$ cat src/rtl/tlul_masked_byte_sequencer.sv
// Serialises one masked data beat into a byte stream, lowest enabled lane first.
// A zero-mask beat produces no bytes, only a DONE pulse.
module tlul_masked_byte_sequencer #(
    parameter int W        = 8,
    parameter int BYTE_BIT = 8
) (
    input  logic                    i_clk,
    input  logic                    i_rst_n,
    input  logic                    i_in_valid,
    output logic                    o_in_ready,
    input  logic [W*BYTE_BIT-1:0]   i_in_data,
    input  logic [W-1:0]            i_in_mask,
    output logic                    o_out_valid,
    input  logic                    i_out_ready,
    output logic [BYTE_BIT-1:0]     o_out_byte,
    output logic                    o_out_last,
    output logic [$clog2(W+1)-1:0]  o_beat_bytes,
    output logic                    o_done
);

    localparam int CW = $clog2(W+1);

    localparam logic [0:0] ST_IDLE = 1'b0;
    localparam logic [0:0] ST_SEND = 1'b1;

    logic [0:0]            r_state;
    logic [W*BYTE_BIT-1:0] r_data;
    logic [W-1:0]          r_rem_mask;
    logic [CW-1:0]         r_beat_bytes;
    logic                  r_done;
    logic                  r_zero_pend;

    logic [BYTE_BIT-1:0]   w_sel_byte;
    logic [W-1:0]          w_rem_next;
    logic                  w_single;
    logic                  w_send;
    logic                  w_in_hs;
    logic                  w_out_hs;
    logic [CW-1:0]         w_pop;

    // Descending scan so the lowest set lane wins.
    always_comb begin
        w_sel_byte = '0;
        for (int i = W-1; i >= 0; i--) begin
            if (r_rem_mask[i]) begin
                w_sel_byte = r_data[i*BYTE_BIT +: BYTE_BIT];
            end
        end
    end

    always_comb begin
        w_pop = '0;
        for (int i = 0; i < W; i++) begin
            w_pop = w_pop + CW'(i_in_mask[i]);
        end
    end

    assign w_rem_next   = r_rem_mask & (r_rem_mask - W'(1));
    assign w_single     = (r_rem_mask != '0) && (w_rem_next == '0);
    assign w_send       = (r_state == ST_SEND);

    assign o_out_valid  = w_send;
    assign o_out_byte   = w_send ? w_sel_byte : '0;
    assign o_out_last   = w_send & w_single;
    assign o_in_ready   = ~w_send | (i_out_ready & o_out_last);
    assign o_beat_bytes = r_beat_bytes;
    assign o_done       = r_done;

    assign w_in_hs      = i_in_valid & o_in_ready;
    assign w_out_hs     = o_out_valid & i_out_ready;

    always_ff @(posedge i_clk) begin
        if (!i_rst_n) begin
            r_state      <= ST_IDLE;
            r_data       <= '0;
            r_rem_mask   <= '0;
            r_beat_bytes <= '0;
            r_done       <= 1'b0;
            r_zero_pend  <= 1'b0;
        end else begin
            r_done      <= r_zero_pend;
            r_zero_pend <= 1'b0;
            if (w_out_hs) begin
                r_rem_mask <= w_rem_next;
                if (o_out_last) begin
                    r_done  <= 1'b1;
                    r_state <= ST_IDLE;
                end
            end
            if (w_in_hs) begin
                r_beat_bytes <= w_pop;
                if (i_in_mask != '0) begin
                    r_data     <= i_in_data;
                    r_rem_mask <= i_in_mask;
                    r_state    <= ST_SEND;
                end else if (w_send) begin
                    // Last-byte DONE goes out first; the empty beat's DONE follows.
                    r_zero_pend <= 1'b1;
                end else begin
                    r_done <= 1'b1;
                end
            end
        end
    end

endmodule
$ cat config.mk
export PLATFORM = sky130hd
export DESIGN_NAME = tlul_masked_byte_sequencer
export DESIGN_NICKNAME = d
export VERILOG_FILES = /design/src/rtl/tlul_masked_byte_sequencer.sv
export SDC_FILE = /design/constraint.sdc
export NUM_CORES = 1
export LEC_CHECK = 0
export BUFFER_PORTS_ARGS = -buffer_cell sky130_fd_sc_hd__buf_4
export CORE_ASPECT_RATIO = 0.8
export CORE_MARGIN = 4
export CORE_UTILIZATION = 51
export CTS_BUF_LIST = sky130_fd_sc_hd__clkbuf_4
export DETAILED_ROUTE_END_ITERATION = 8
export GPL_TIMING_DRIVEN = 1
export PLACE_DENSITY = 0.9
export SLEW_MARGIN = 20
export SYNTH_ARGS = -nofsm -noshare
export SYNTH_HDL_FRONTEND = slang
export SYNTH_SLANG_ARGS = --single-unit
$ cat constraint.sdc
create_clock -name i_clk -period 2.98 [get_ports i_clk]
set_clock_uncertainty 0.1 [all_clocks]
set_input_delay 0.596 -clock i_clk [delete_from_list [all_inputs] [get_ports i_clk]]
set_output_delay 0.596 -clock i_clk [all_outputs]
set_load 0.01 [all_outputs]
==> results of run 1 <==
-- registers in the layout, summed over array words and instances, names as in the netlist --
register / flops
o_out_valid: 1
o_beat_bytes: 4
r_rem_mask: 8
r_data: 64
r_zero_pend: 1
o_done: 1
-- repair_timing --
item                                    CTS  global route
resized for setup                         3            12
endpoints found under the setup margin   10            10
buffers inserted                          0             5
pin swaps                                 0             5
-- synthesized netlist by cell type (2+ instances only) --
library cell,n
sky130_fd_sc_hd__and3_1,2
sky130_fd_sc_hd__dfxtp_1,79
sky130_fd_sc_hd__nand3_1,6
sky130_fd_sc_hd__clkbuf_1,30
sky130_fd_sc_hd__o2bb2ai_1,6
sky130_fd_sc_hd__a221o_1,8
sky130_fd_sc_hd__nand2_1,155
sky130_fd_sc_hd__o211ai_1,4
sky130_fd_sc_hd__ha_1,4
sky130_fd_sc_hd__xor2_1,2
sky130_fd_sc_hd__nor2_1,11
sky130_fd_sc_hd__nor2b_1,8
sky130_fd_sc_hd__buf_12,6
sky130_fd_sc_hd__a211oi_1,9
sky130_fd_sc_hd__nand3b_1,8
sky130_fd_sc_hd__a311oi_1,8
sky130_fd_sc_hd__a31oi_1,8
sky130_fd_sc_hd__buf_2,2
sky130_fd_sc_hd__inv_1,28
sky130_fd_sc_hd__mux2i_1,70
sky130_fd_sc_hd__nor4_1,2
sky130_fd_sc_hd__a211o_1,10
sky130_fd_sc_hd__fa_1,4
-- critical path, delay by kind of cell (launching register included) --
kind	cells	cell delay, ns
simple gates	2	0.70
compound gates	2	0.48
flops	1	0.38
buf+inv	2	0.26
-- logic make-up after synthesis --
group,count (synthesis),share of synthesized area (%)
compound gates,64,13.2
xor+xnor,2,0.419
fa+ha+maj,8,3.11
buf+inv,68,8.94
flops,79,37.8
mux,70,16.8
simple gates,197,19.8
-- layout make-up --
type / count / area [sq um]
Sequential cell: 79 / 1590
Timing Repair Buffer: 109 / 851
Clock buffer: 9 / 67.6
Fill cell: 640 / 2830
Inverter: 28 / 105
Tap cell: 108 / 135
Clock inverter: 7 / 96.3
Multi-Input combinational cell: 341 / 2270
-- routing by layer --
metal	GRT usage (%)	vias up	routed length, um
met1	26.7	1698	4420
met3	6.43	13	821
met4	4.53	0	108
met2	35.5	129	4920
met5	0	-	0
li1	-	1823	-
-- power by group through the flow --
stage               clock network, mW  registers, mW  logic, mW
finish                          0.725           1.21      0.624
global route                    0.789           1.22      0.682
CTS                             0.741           1.21      0.601
detailed placement                  0           1.23      0.598
global placement                    0           1.22      0.570
floorplan                           0           1.21      0.423
-- worst max path at each step --
stage | startpoint | endpoint
after floorplan | i_in_mask[0] | o_beat_bytes[1]$_SDFFE_PN0P_
after global placement | i_in_mask[0] | o_beat_bytes[1]$_SDFFE_PN0P_
after detailed placement | i_in_mask[0] | o_beat_bytes[2]$_SDFFE_PN0P_
after CTS | r_rem_mask[5]$_SDFF_PN0_ | o_out_last
after global routing | r_rem_mask[5]$_SDFF_PN0_ | o_out_last
final | r_rem_mask[5]$_SDFF_PN0_ | o_out_last
==> results.sh, run 1 <==
export IMPL_area_growth_synth_to_final_pct=22.4
export IMPL_synthesized_netlist_cell_count=488
export IMPL_final_period_util_pct=97.8
export IMPL_slowest_delay_ns=0.53
export IMPL_timing_final_hold_violations=0
export IMPL_die_area_sq_mm=0.00972
export IMPL_clock_insertion_delay_worst_skew_ns=0.41
export IMPL_core_area_sq_mm=0.00795
export IMPL_clock_root_buffer="sky130_fd_sc_hd__clkbuf_4"
export IMPL_first_iter_violations=306
export IMPL_slew_limit_headroom_pct=59.6
export IMPL_synthTopCellsByArea="sky130_fd_sc_hd__dfxtp_1, sky130_fd_sc_hd__mux2i_1, sky130_fd_sc_hd__nand2_1"
export IMPL_portbufs=91
export IMPL_vias_per_cell=5.38
export IMPL_ctsLongestPathBuffers=2
export IMPL_final_hold_slack_ns=0.310
export IMPL_power_clock_fraction_pct=28.3
export IMPL_grt_first_pass_wirelength_um=16200
export IMPL_dieHeight_um=89
export IMPL_vias=3663
export IMPL_initial_core_util_pct=52.6
export IMPL_hold_path_cell_count=3
export IMPL_place_hpwl_um=7500
export IMPL_syn_area_sq_mm=0.00418
export IMPL_num_io_pins=92
export IMPL_detailedRoute_firstPassIterationCount=5
export IMPL_post_place_cells=660
export IMPL_ys_warn_count=0
export IMPL_critPathRequiredTime_ns=2.28
export IMPL_cts_hold_buffers_added=0
export IMPL_setup_viol=0
export IMPL_r2r_worst_path_cells=8
export IMPL_fin_nets=652
export IMPL_max_cap_viol_count=0
export IMPL_worst_r2r_setup_slack_ns=0.22
export IMPL_slew_violations=0
export IMPL_worst_hold_startpoint="i_in_data[31]"
export IMPL_ratio_of_cells_with_drive_above_1_in_the_final_layout_pct=24.8
export IMPL_p_per_area_mw_per_mm2=499
export IMPL_gpl_final_weighted_congestion=0.853
export IMPL_fmax_mhz=343
export IMPL_gr_total_overflow=0
export IMPL_rsz0062_at_grt="yes"
export IMPL_p_leak_nw=2.25
export IMPL_relative_contribution_of_sequential_cells_to_total_power_pct=47.2
export IMPL_place_area_sq_mm=0.00487
export IMPL_route_detailed_wl_per_inst_um=15.1
export IMPL_critical_path_peak_fanout=5
export IMPL_first_global_vias=3496
export IMPL_hold_path_end="r_data[31]$_SDFFE_PN0P_"
export IMPL_totalPowerFinal_mw=2.56
export IMPL_worst_slew_pin_slew_ns=0.606
export IMPL_clk_pin_slew_worst_paths_ns=0.14
export IMPL_cp_start_kind="register"
export IMPL_hold_path_class="input pin to register"
export IMPL_grt_total_usage_pct=21.0
export IMPL_mean_cell_area_of_the_mapped_netlist_sq_um=8.57
export IMPL_synth_edf_count=0
export IMPL_diodes=0
export IMPL_yosysUniqueCellTypes=41
export IMPL_most_frequent_standard_cell_in_the_layout_excluding_fill_and_tap_cells="sky130_fd_sc_hd__nand2_1"
export IMPL_cp_end_kind="output pin"
export IMPL_synthFlopType="sky130_fd_sc_hd__dfxtp_1"
export IMPL_mostFrequentLayoutCells="sky130_fd_sc_hd__nand2_1, sky130_fd_sc_hd__buf_4, sky130_fd_sc_hd__dfxtp_1, sky130_fd_sc_hd__mux2i_1, sky130_fd_sc_hd__inv_1"
export IMPL_tritoncts="done"
export IMPL_crit_slowest_cell="sky130_fd_sc_hd__or4_4"
export IMPL_grt_antenna_before_repair=0
export IMPL_combinationalPowerShare_pct=24.4
export IMPL_clkSinkCount=79
export IMPL_register_bit_total_from_synthesis=79
export IMPL_finish_cell_count_without_fillers=681
export IMPL_layout_setup_ws_ns=0.0646
export IMPL_synth_fp_nets=572
export IMPL_post_place_ws_ns=-0.371
export IMPL_reg2reg_from="r_rem_mask[5]$_SDFF_PN0_"
export IMPL_pin_count_of_the_biggest_net_entering_global_routing=66
export IMPL_timing_critical_path_arrival_ns=2.22
export IMPL_synth_seq_area_share_pct=37.8
export IMPL_fin_setup_tns_ns=0
export IMPL_routed_wl_um=10300
export IMPL_cts_made_buffers=9
export IMPL_area_share_of_the_largest_cell_type_after_synthesis_pct=37.8
export IMPL_core_rowCount=29
export IMPL_net_sw_share_pct=29.9
export IMPL_htree_num_levels=3
export IMPL_final_core_util_pct=64.4
export IMPL_crit_reg2reg_capture="r_data[61]$_SDFFE_PN0P_"
export IMPL_post_route_drc_count=0
export IMPL_antenna_left=0
export IMPL_synth_largest_area_cell="sky130_fd_sc_hd__dfxtp_1"
export IMPL_worst_setup_path_class="register to output pin"
export IMPL_internal_power_mw=1.79
export IMPL_max_vdd_ir_drop_v=0.000268
export IMPL_layout_min_cycle_time_ns=2.92
export IMPL_chipWidth_um=109
export IMPL_synth_async_sr_flop_share_pct=0
export IMPL_finalInstanceArea_sq_mm=0.00512
export IMPL_critical_path_cell_chain="buf_6, or4_4, a221oi_4, o22ai_2, nor2_1, buf_4"
export IMPL_p_switching_mw=0.765
export IMPL_outcome="finished clean"
(Power assumes the default switching activity.)
==> inputs of run 2 (changes only) <==
--- a/config.mk
+++ b/config.mk
@@ -12,8 +12,7 @@
 export CTS_BUF_LIST = sky130_fd_sc_hd__clkbuf_4
 export DETAILED_ROUTE_END_ITERATION = 8
 export GPL_TIMING_DRIVEN = 1
-export PLACE_DENSITY = 0.9
-export SLEW_MARGIN = 20
+export PLACE_DENSITY = 0.79
 export SYNTH_ARGS = -nofsm -noshare
 export SYNTH_HDL_FRONTEND = slang
 export SYNTH_SLANG_ARGS = --single-unit
==> results.sh, run 2 (synthesis gave the netlist of run 1 again) <==
export IMPL_outcome="finished clean"
export IMPL_slowest_delay_ns=0.43
export IMPL_worst_hold_startpoint="i_in_mask[5]"
export IMPL_cts_repair_timing_setup_buffer_count=0
export IMPL_die_area_sq_mm=0.00972
export IMPL_dieHeight_um=89
export IMPL_cp_end_kind="output pin"
export IMPL_area_growth_synth_to_final_pct=22.7
export IMPL_mostFrequentLayoutCells="sky130_fd_sc_hd__nand2_1, sky130_fd_sc_hd__buf_4, sky130_fd_sc_hd__dfxtp_1, sky130_fd_sc_hd__mux2i_1, sky130_fd_sc_hd__inv_1"
export IMPL_post_route_drc_count=0
export IMPL_grt_first_pass_wirelength_um=16400
export IMPL_timing_critical_path_arrival_ns=2.22
export IMPL_tritoncts="done"
export IMPL_routed_wl_um=10300
export IMPL_place_area_sq_mm=0.00488
export IMPL_r2r_worst_path_cells=7
export IMPL_final_hold_slack_ns=0.279
export IMPL_first_global_vias=3532
export IMPL_crit_reg2reg_capture="r_data[23]$_SDFFE_PN0P_"
export IMPL_htree_num_levels=3
export IMPL_chipWidth_um=109
export IMPL_clkSinkCount=79
export IMPL_hold_path_cell_count=2
export IMPL_vias_per_cell=5.37
export IMPL_critPathRequiredTime_ns=2.28
export IMPL_worst_r2r_setup_slack_ns=0.52
export IMPL_detailedRoute_firstPassIterationCount=5
export IMPL_crit_cells=6
export IMPL_net_sw_share_pct=28.4
export IMPL_critical_path_peak_fanout=20
export IMPL_pin_count_of_the_biggest_net_entering_global_routing=61
export IMPL_most_frequent_standard_cell_in_the_layout_excluding_fill_and_tap_cells="sky130_fd_sc_hd__nand2_1"
export IMPL_grt_antenna_before_repair=0
export IMPL_largest_register_ff_count=64
export IMPL_cts_made_buffers=9
export IMPL_layout_min_cycle_time_ns=2.92
export IMPL_post_place_cells=660
export IMPL_ratio_of_cells_with_drive_above_1_in_the_final_layout_pct=24.3
export IMPL_crit_slowest_cell="sky130_fd_sc_hd__dfxtp_4"
export IMPL_diodes=0
export IMPL_ctsLongestPathBuffers=2
export IMPL_final_core_util_pct=64.6
export IMPL_relative_contribution_of_sequential_cells_to_total_power_pct=46.2
export IMPL_fmax_mhz=343
export IMPL_internal_power_mw=1.87
export IMPL_power_clock_fraction_pct=30.1
export IMPL_antenna_left=0
export IMPL_max_cap_viol_count=0
export IMPL_core_area_sq_mm=0.00795
export IMPL_combinationalPowerShare_pct=23.7
export IMPL_path_delay_family="compound AO/OA/AOI/OAI gates"
export IMPL_critical_path_n_buffers_inverters=1
export IMPL_route_detailed_wl_per_inst_um=15.2
export IMPL_critical_path_startpoint="r_rem_mask[6]$_SDFF_PN0_"
export IMPL_finalInstanceArea_sq_mm=0.00513
export IMPL_num_io_pins=92
export IMPL_portbufs=91
export IMPL_initial_core_util_pct=52.6
export IMPL_place_hpwl_um=7180
export IMPL_timing_final_hold_violations=0
export IMPL_first_iter_violations=221
export IMPL_largest_register="r_data"
export IMPL_p_switching_mw=0.743
export IMPL_cp_start_kind="register"
export IMPL_worst_setup_path_class="register to output pin"
export IMPL_clock_insertion_delay_worst_skew_ns=0.43
export IMPL_clock_root_buffer="sky130_fd_sc_hd__clkbuf_4"
export IMPL_fin_nets=647
export IMPL_vias=3625
export IMPL_gpl_final_weighted_congestion=0.813
export IMPL_critPathCapture="o_out_byte[1]"
export IMPL_worst_slew_pin_slew_ns=0.593
export IMPL_rsz0062_at_grt="yes"
export IMPL_hold_path_class="input pin to register"
export IMPL_grt_total_usage_pct=21.5
export IMPL_fin_setup_tns_ns=0
export IMPL_finish_cell_count_without_fillers=675
export IMPL_core_rowCount=29
export IMPL_slew_violations=0
export IMPL_gr_total_overflow=0
export IMPL_p_per_area_mw_per_mm2=510
export IMPL_critical_path_cell_chain="nand3b_1, a311oi_2, a211oi_1, a211o_1, a31oi_2, buf_4"
export IMPL_reg2reg_from="r_rem_mask[5]$_SDFF_PN0_"
export IMPL_clk_pin_slew_worst_paths_ns=0.12
export IMPL_setup_viol=0
export IMPL_slew_limit_headroom_pct=60.5
export IMPL_p_leak_nw=2.24
export IMPL_final_period_util_pct=97.9
export IMPL_max_vdd_ir_drop_v=0.000322
## run 2: worst min path at each step
| stage | end | slack [ns] |
|---|---|---|
| 2_1_floorplan | r_data[0]$_SDFFE_PN0P_ | 0.33 |
| 3_3_place_gp | r_data[12]$_SDFFE_PN0P_ | 0.34 |
| 3_5_place_dp | r_data[12]$_SDFFE_PN0P_ | 0.35 |
| 4_1_cts | r_rem_mask[5]$_SDFF_PN0_ | 0.27 |
| 5_1_grt | r_rem_mask[4]$_SDFF_PN0_ | 0.27 |
| 6_report | r_rem_mask[5]$_SDFF_PN0_ | 0.28 |
## run 2: stage by stage
stage	setup WS [ns]	power (mW)
floorplan	-0.129	1.63
CTS	0.0118	2.61
finish	0.0614	2.62
detailed placement	-0.377	1.82
global route	-0.0250	2.75
global placement	-0.291	1.80
## run 2: what timing repair did
item	CTS	global route
gates resized for setup	5	13
setup endpoints to repair	10	10
hold buffers	0	0
hold endpoints to repair	0	0
pin swaps	0	6
## run 2: worst reg2reg max path: stages (launching register included)
cell                       delay, ns
sky130_fd_sc_hd__dfxtp_1        0.35
sky130_fd_sc_hd__buf_6          0.15
sky130_fd_sc_hd__or4_4          0.50
sky130_fd_sc_hd__a221oi_4       0.32
sky130_fd_sc_hd__o221ai_2       0.16
sky130_fd_sc_hd__a21oi_4        0.26
sky130_fd_sc_hd__buf_12         0.28
sky130_fd_sc_hd__mux2i_1        0.27
## run 2: final cells by class
type | instances | area [sq um]
Fill cell | 692 | 2820
Multi-Input combinational cell | 341 | 2300
Sequential cell | 79 | 1590
Timing Repair Buffer | 104 | 822
Tap cell | 108 | 135
Inverter | 28 | 105
Clock inverter | 5 | 97.6
Clock buffer | 10 | 75.1
## run 2: metal layers
metal	share of wire, %	vias to the layer above	track usage, %
met1	44	1708	28.0
met5	0	-	0
met4	1.1	0	5.32
li1	-	1801	-
met3	7.3	10	7.00
met2	48	106	34.9
## run 2: power groups by stage
stage | clock (mW) | combinational (mW) | sequential (mW)
2_1_floorplan | 0 | 0.423 | 1.21
6_report | 0.788 | 0.621 | 1.21
4_1_cts | 0.803 | 0.600 | 1.21
3_5_place_dp | 0 | 0.594 | 1.23
5_1_grt | 0.849 | 0.684 | 1.22
3_3_place_gp | 0 | 0.575 | 1.23
==> inputs of run 3 (changes only) <==
--- a/config.mk
+++ b/config.mk
@@ -8,11 +8,11 @@
 export BUFFER_PORTS_ARGS = -buffer_cell sky130_fd_sc_hd__buf_4
 export CORE_ASPECT_RATIO = 0.8
 export CORE_MARGIN = 4
-export CORE_UTILIZATION = 51
+export CORE_UTILIZATION = 56
 export CTS_BUF_LIST = sky130_fd_sc_hd__clkbuf_4
 export DETAILED_ROUTE_END_ITERATION = 8
 export GPL_TIMING_DRIVEN = 1
-export PLACE_DENSITY = 0.79
+export PLACE_DENSITY = 0.82
 export SYNTH_ARGS = -nofsm -noshare
 export SYNTH_HDL_FRONTEND = slang
 export SYNTH_SLANG_ARGS = --single-unit
==> constraint.sdc (replaced) <==
create_clock -name i_clk -period 3.34 [get_ports i_clk]
set_clock_uncertainty 0.1 [all_clocks]
set_input_delay 0.668 -clock i_clk [delete_from_list [all_inputs] [get_ports i_clk]]
set_output_delay 0.668 -clock i_clk [all_outputs]
set_load 0.01 [all_outputs]
==> results.sh, run 3 (synthesis gave the netlist of run 1 again) <==
export IMPL_most_frequent_standard_cell_in_the_layout_excluding_fill_and_tap_cells="sky130_fd_sc_hd__nand2_1"
export IMPL_critPathRequiredTime_ns=2.57
export IMPL_grt_antenna_before_repair=0
export IMPL_dieHeight_um=85.3
export IMPL_final_core_util_pct=70.4
export IMPL_timing_final_hold_violations=0
export IMPL_portbufs=91
export IMPL_final_period_util_pct=94.6
export IMPL_p_switching_mw=0.657
export IMPL_net_sw_share_pct=29.3
export IMPL_area_growth_synth_to_final_pct=18.8
export IMPL_vias=3610
export IMPL_slew_limit_headroom_pct=55.0
export IMPL_p_leak_nw=2.21
export IMPL_rsz0062_at_grt="no"
export IMPL_core_rowCount=27
export IMPL_cp_end_kind="output pin"
export IMPL_internal_power_mw=1.58
export IMPL_mostFrequentLayoutCells="sky130_fd_sc_hd__nand2_1, sky130_fd_sc_hd__buf_4, sky130_fd_sc_hd__dfxtp_1, sky130_fd_sc_hd__mux2i_1, sky130_fd_sc_hd__inv_1"
export IMPL_cts_made_buffers=9
export IMPL_max_vdd_ir_drop_v=0.000241
export IMPL_hold_path_class="input pin to register"
export IMPL_tritoncts="done"
export IMPL_fmax_mhz=316
export IMPL_routed_wl_um=9950
export IMPL_outcome="finished clean"
export IMPL_die_area_sq_mm=0.00892
export IMPL_gpl_final_weighted_congestion=0.834
export IMPL_critical_path_peak_fanout=8
export IMPL_largest_register_ff_count=64
export IMPL_detailedRoute_firstPassIterationCount=5
export IMPL_final_hold_slack_ns=0.366
export IMPL_diodes=0
export IMPL_first_iter_violations=197
export IMPL_htree_num_levels=3
export IMPL_vias_per_cell=5.52
export IMPL_initial_core_util_pct=59.2
export IMPL_slew_violations=0
export IMPL_chipWidth_um=105
export IMPL_place_area_sq_mm=0.00480
export IMPL_cts_repair_timing_setup_buffer_count=0
export IMPL_worst_slew_pin_slew_ns=0.675
export IMPL_first_global_vias=3607
export IMPL_relative_contribution_of_sequential_cells_to_total_power_pct=48.5
export IMPL_layout_min_cycle_time_ns=3.16
export IMPL_place_hpwl_um=7120
export IMPL_ratio_of_cells_with_drive_above_1_in_the_final_layout_pct=22.6
export IMPL_clock_root_buffer="sky130_fd_sc_hd__clkbuf_4"
export IMPL_setup_viol=0
export IMPL_cp_start_kind="register"
export IMPL_grt_total_usage_pct=22.9
export IMPL_worst_setup_path_class="register to output pin"
export IMPL_route_detailed_wl_per_inst_um=15.2
export IMPL_grt_first_pass_wirelength_um=16600
export IMPL_totalPowerFinal_mw=2.24
export IMPL_timing_critical_path_arrival_ns=2.39
export IMPL_fin_nets=646
export IMPL_ctsLongestPathBuffers=2
export IMPL_pin_count_of_the_biggest_net_entering_global_routing=73
export IMPL_p_per_area_mw_per_mm2=451
export IMPL_finalInstanceArea_sq_mm=0.00497
export IMPL_num_io_pins=92
export IMPL_clock_insertion_delay_worst_skew_ns=0.42
export IMPL_power_clock_fraction_pct=28.5
export IMPL_fin_setup_tns_ns=0
export IMPL_core_area_sq_mm=0.00706
export IMPL_antenna_left=0
export IMPL_max_cap_viol_count=0
export IMPL_largest_register="r_data"
export IMPL_combinationalPowerShare_pct=23.0
export IMPL_clkSinkCount=79
export IMPL_post_route_drc_count=0
export IMPL_clk_pin_slew_worst_paths_ns=0.12
export IMPL_gr_total_overflow=0
run 3: cell count changes in the layout (fill, tap and decap cells not counted), sizes merged:
cell / previous run / this run
clkinvlp: 0 / 1
buf: 104 / 103
bufinv: 3 / 2
clkinv: 2 / 3
run 3: routing by layer:
metal  global-route usage [%]  up-vias  share of wire (%)
met5                        0        -                  0
met4                     6.20        0               0.91
met3                     6.84        8                6.7
met2                     37.5      121                 47
met1                     29.6     1677                 45
li1                         -     1804                  -
run 3: path summary, 6_finish.rpt:
check,cells after the start,to,start,slack (ns)
setup / recovery,7,o_out_byte[4],r_rem_mask[5]$_SDFF_PN0_,0.18
hold / removal,2,r_rem_mask[6]$_SDFF_PN0_,i_in_mask[6],0.37
setup reg to reg,6,r_data[54]$_SDFFE_PN0P_,r_rem_mask[2]$_SDFF_PN0_,0.60
hold reg to reg,2,r_data[5]$_SDFFE_PN0P_,r_data[5]$_SDFFE_PN0P_,0.37
run 3: area by class of cell:
class / count / area (sq um)
Fill cell: 587 / 2090
Multi-Input combinational cell: 341 / 2230
Sequential cell: 79 / 1590
Inverter: 28 / 105
Timing Repair Buffer: 103 / 773
Clock inverter: 6 / 85.1
Clock buffer: 10 / 75.1
Tap cell: 87 / 109
run 3: through the flow:
step	setup slack [ns]	std cells
2_1_floorplan	0.111	488
3_3_place_gp	-0.0560	638
3_5_place_dp	-0.184	638
4_1_cts	0.0678	654
5_1_grt	0.0516	654
6_report	0.180	654
run 3: critical path: stages (launching register included):
cell and delay, ns:
sky130_fd_sc_hd__dfxtp_1 0.40, sky130_fd_sc_hd__buf_4 0.18, sky130_fd_sc_hd__nor2b_1 0.14, sky130_fd_sc_hd__a311oi_1 0.45
sky130_fd_sc_hd__a211oi_1 0.13, sky130_fd_sc_hd__a211o_1 0.29, sky130_fd_sc_hd__a31oi_1 0.22, sky130_fd_sc_hd__buf_4 0.16
run 3: repair_timing:
action,in CTS,in global routing
setup endpoints to repair,0,9
resized for setup,0,5
hold buffers,0,0
run 3: power groups by stage:
stage          combinational, mW  clock [mW]  sequential (mW)
2_1_floorplan              0.375           0             1.08
3_3_place_gp               0.490           0             1.10
3_5_place_dp               0.510           0             1.11
4_1_cts                    0.514       0.654             1.09
5_1_grt                    0.568       0.698             1.10
6_report                   0.515       0.639             1.09
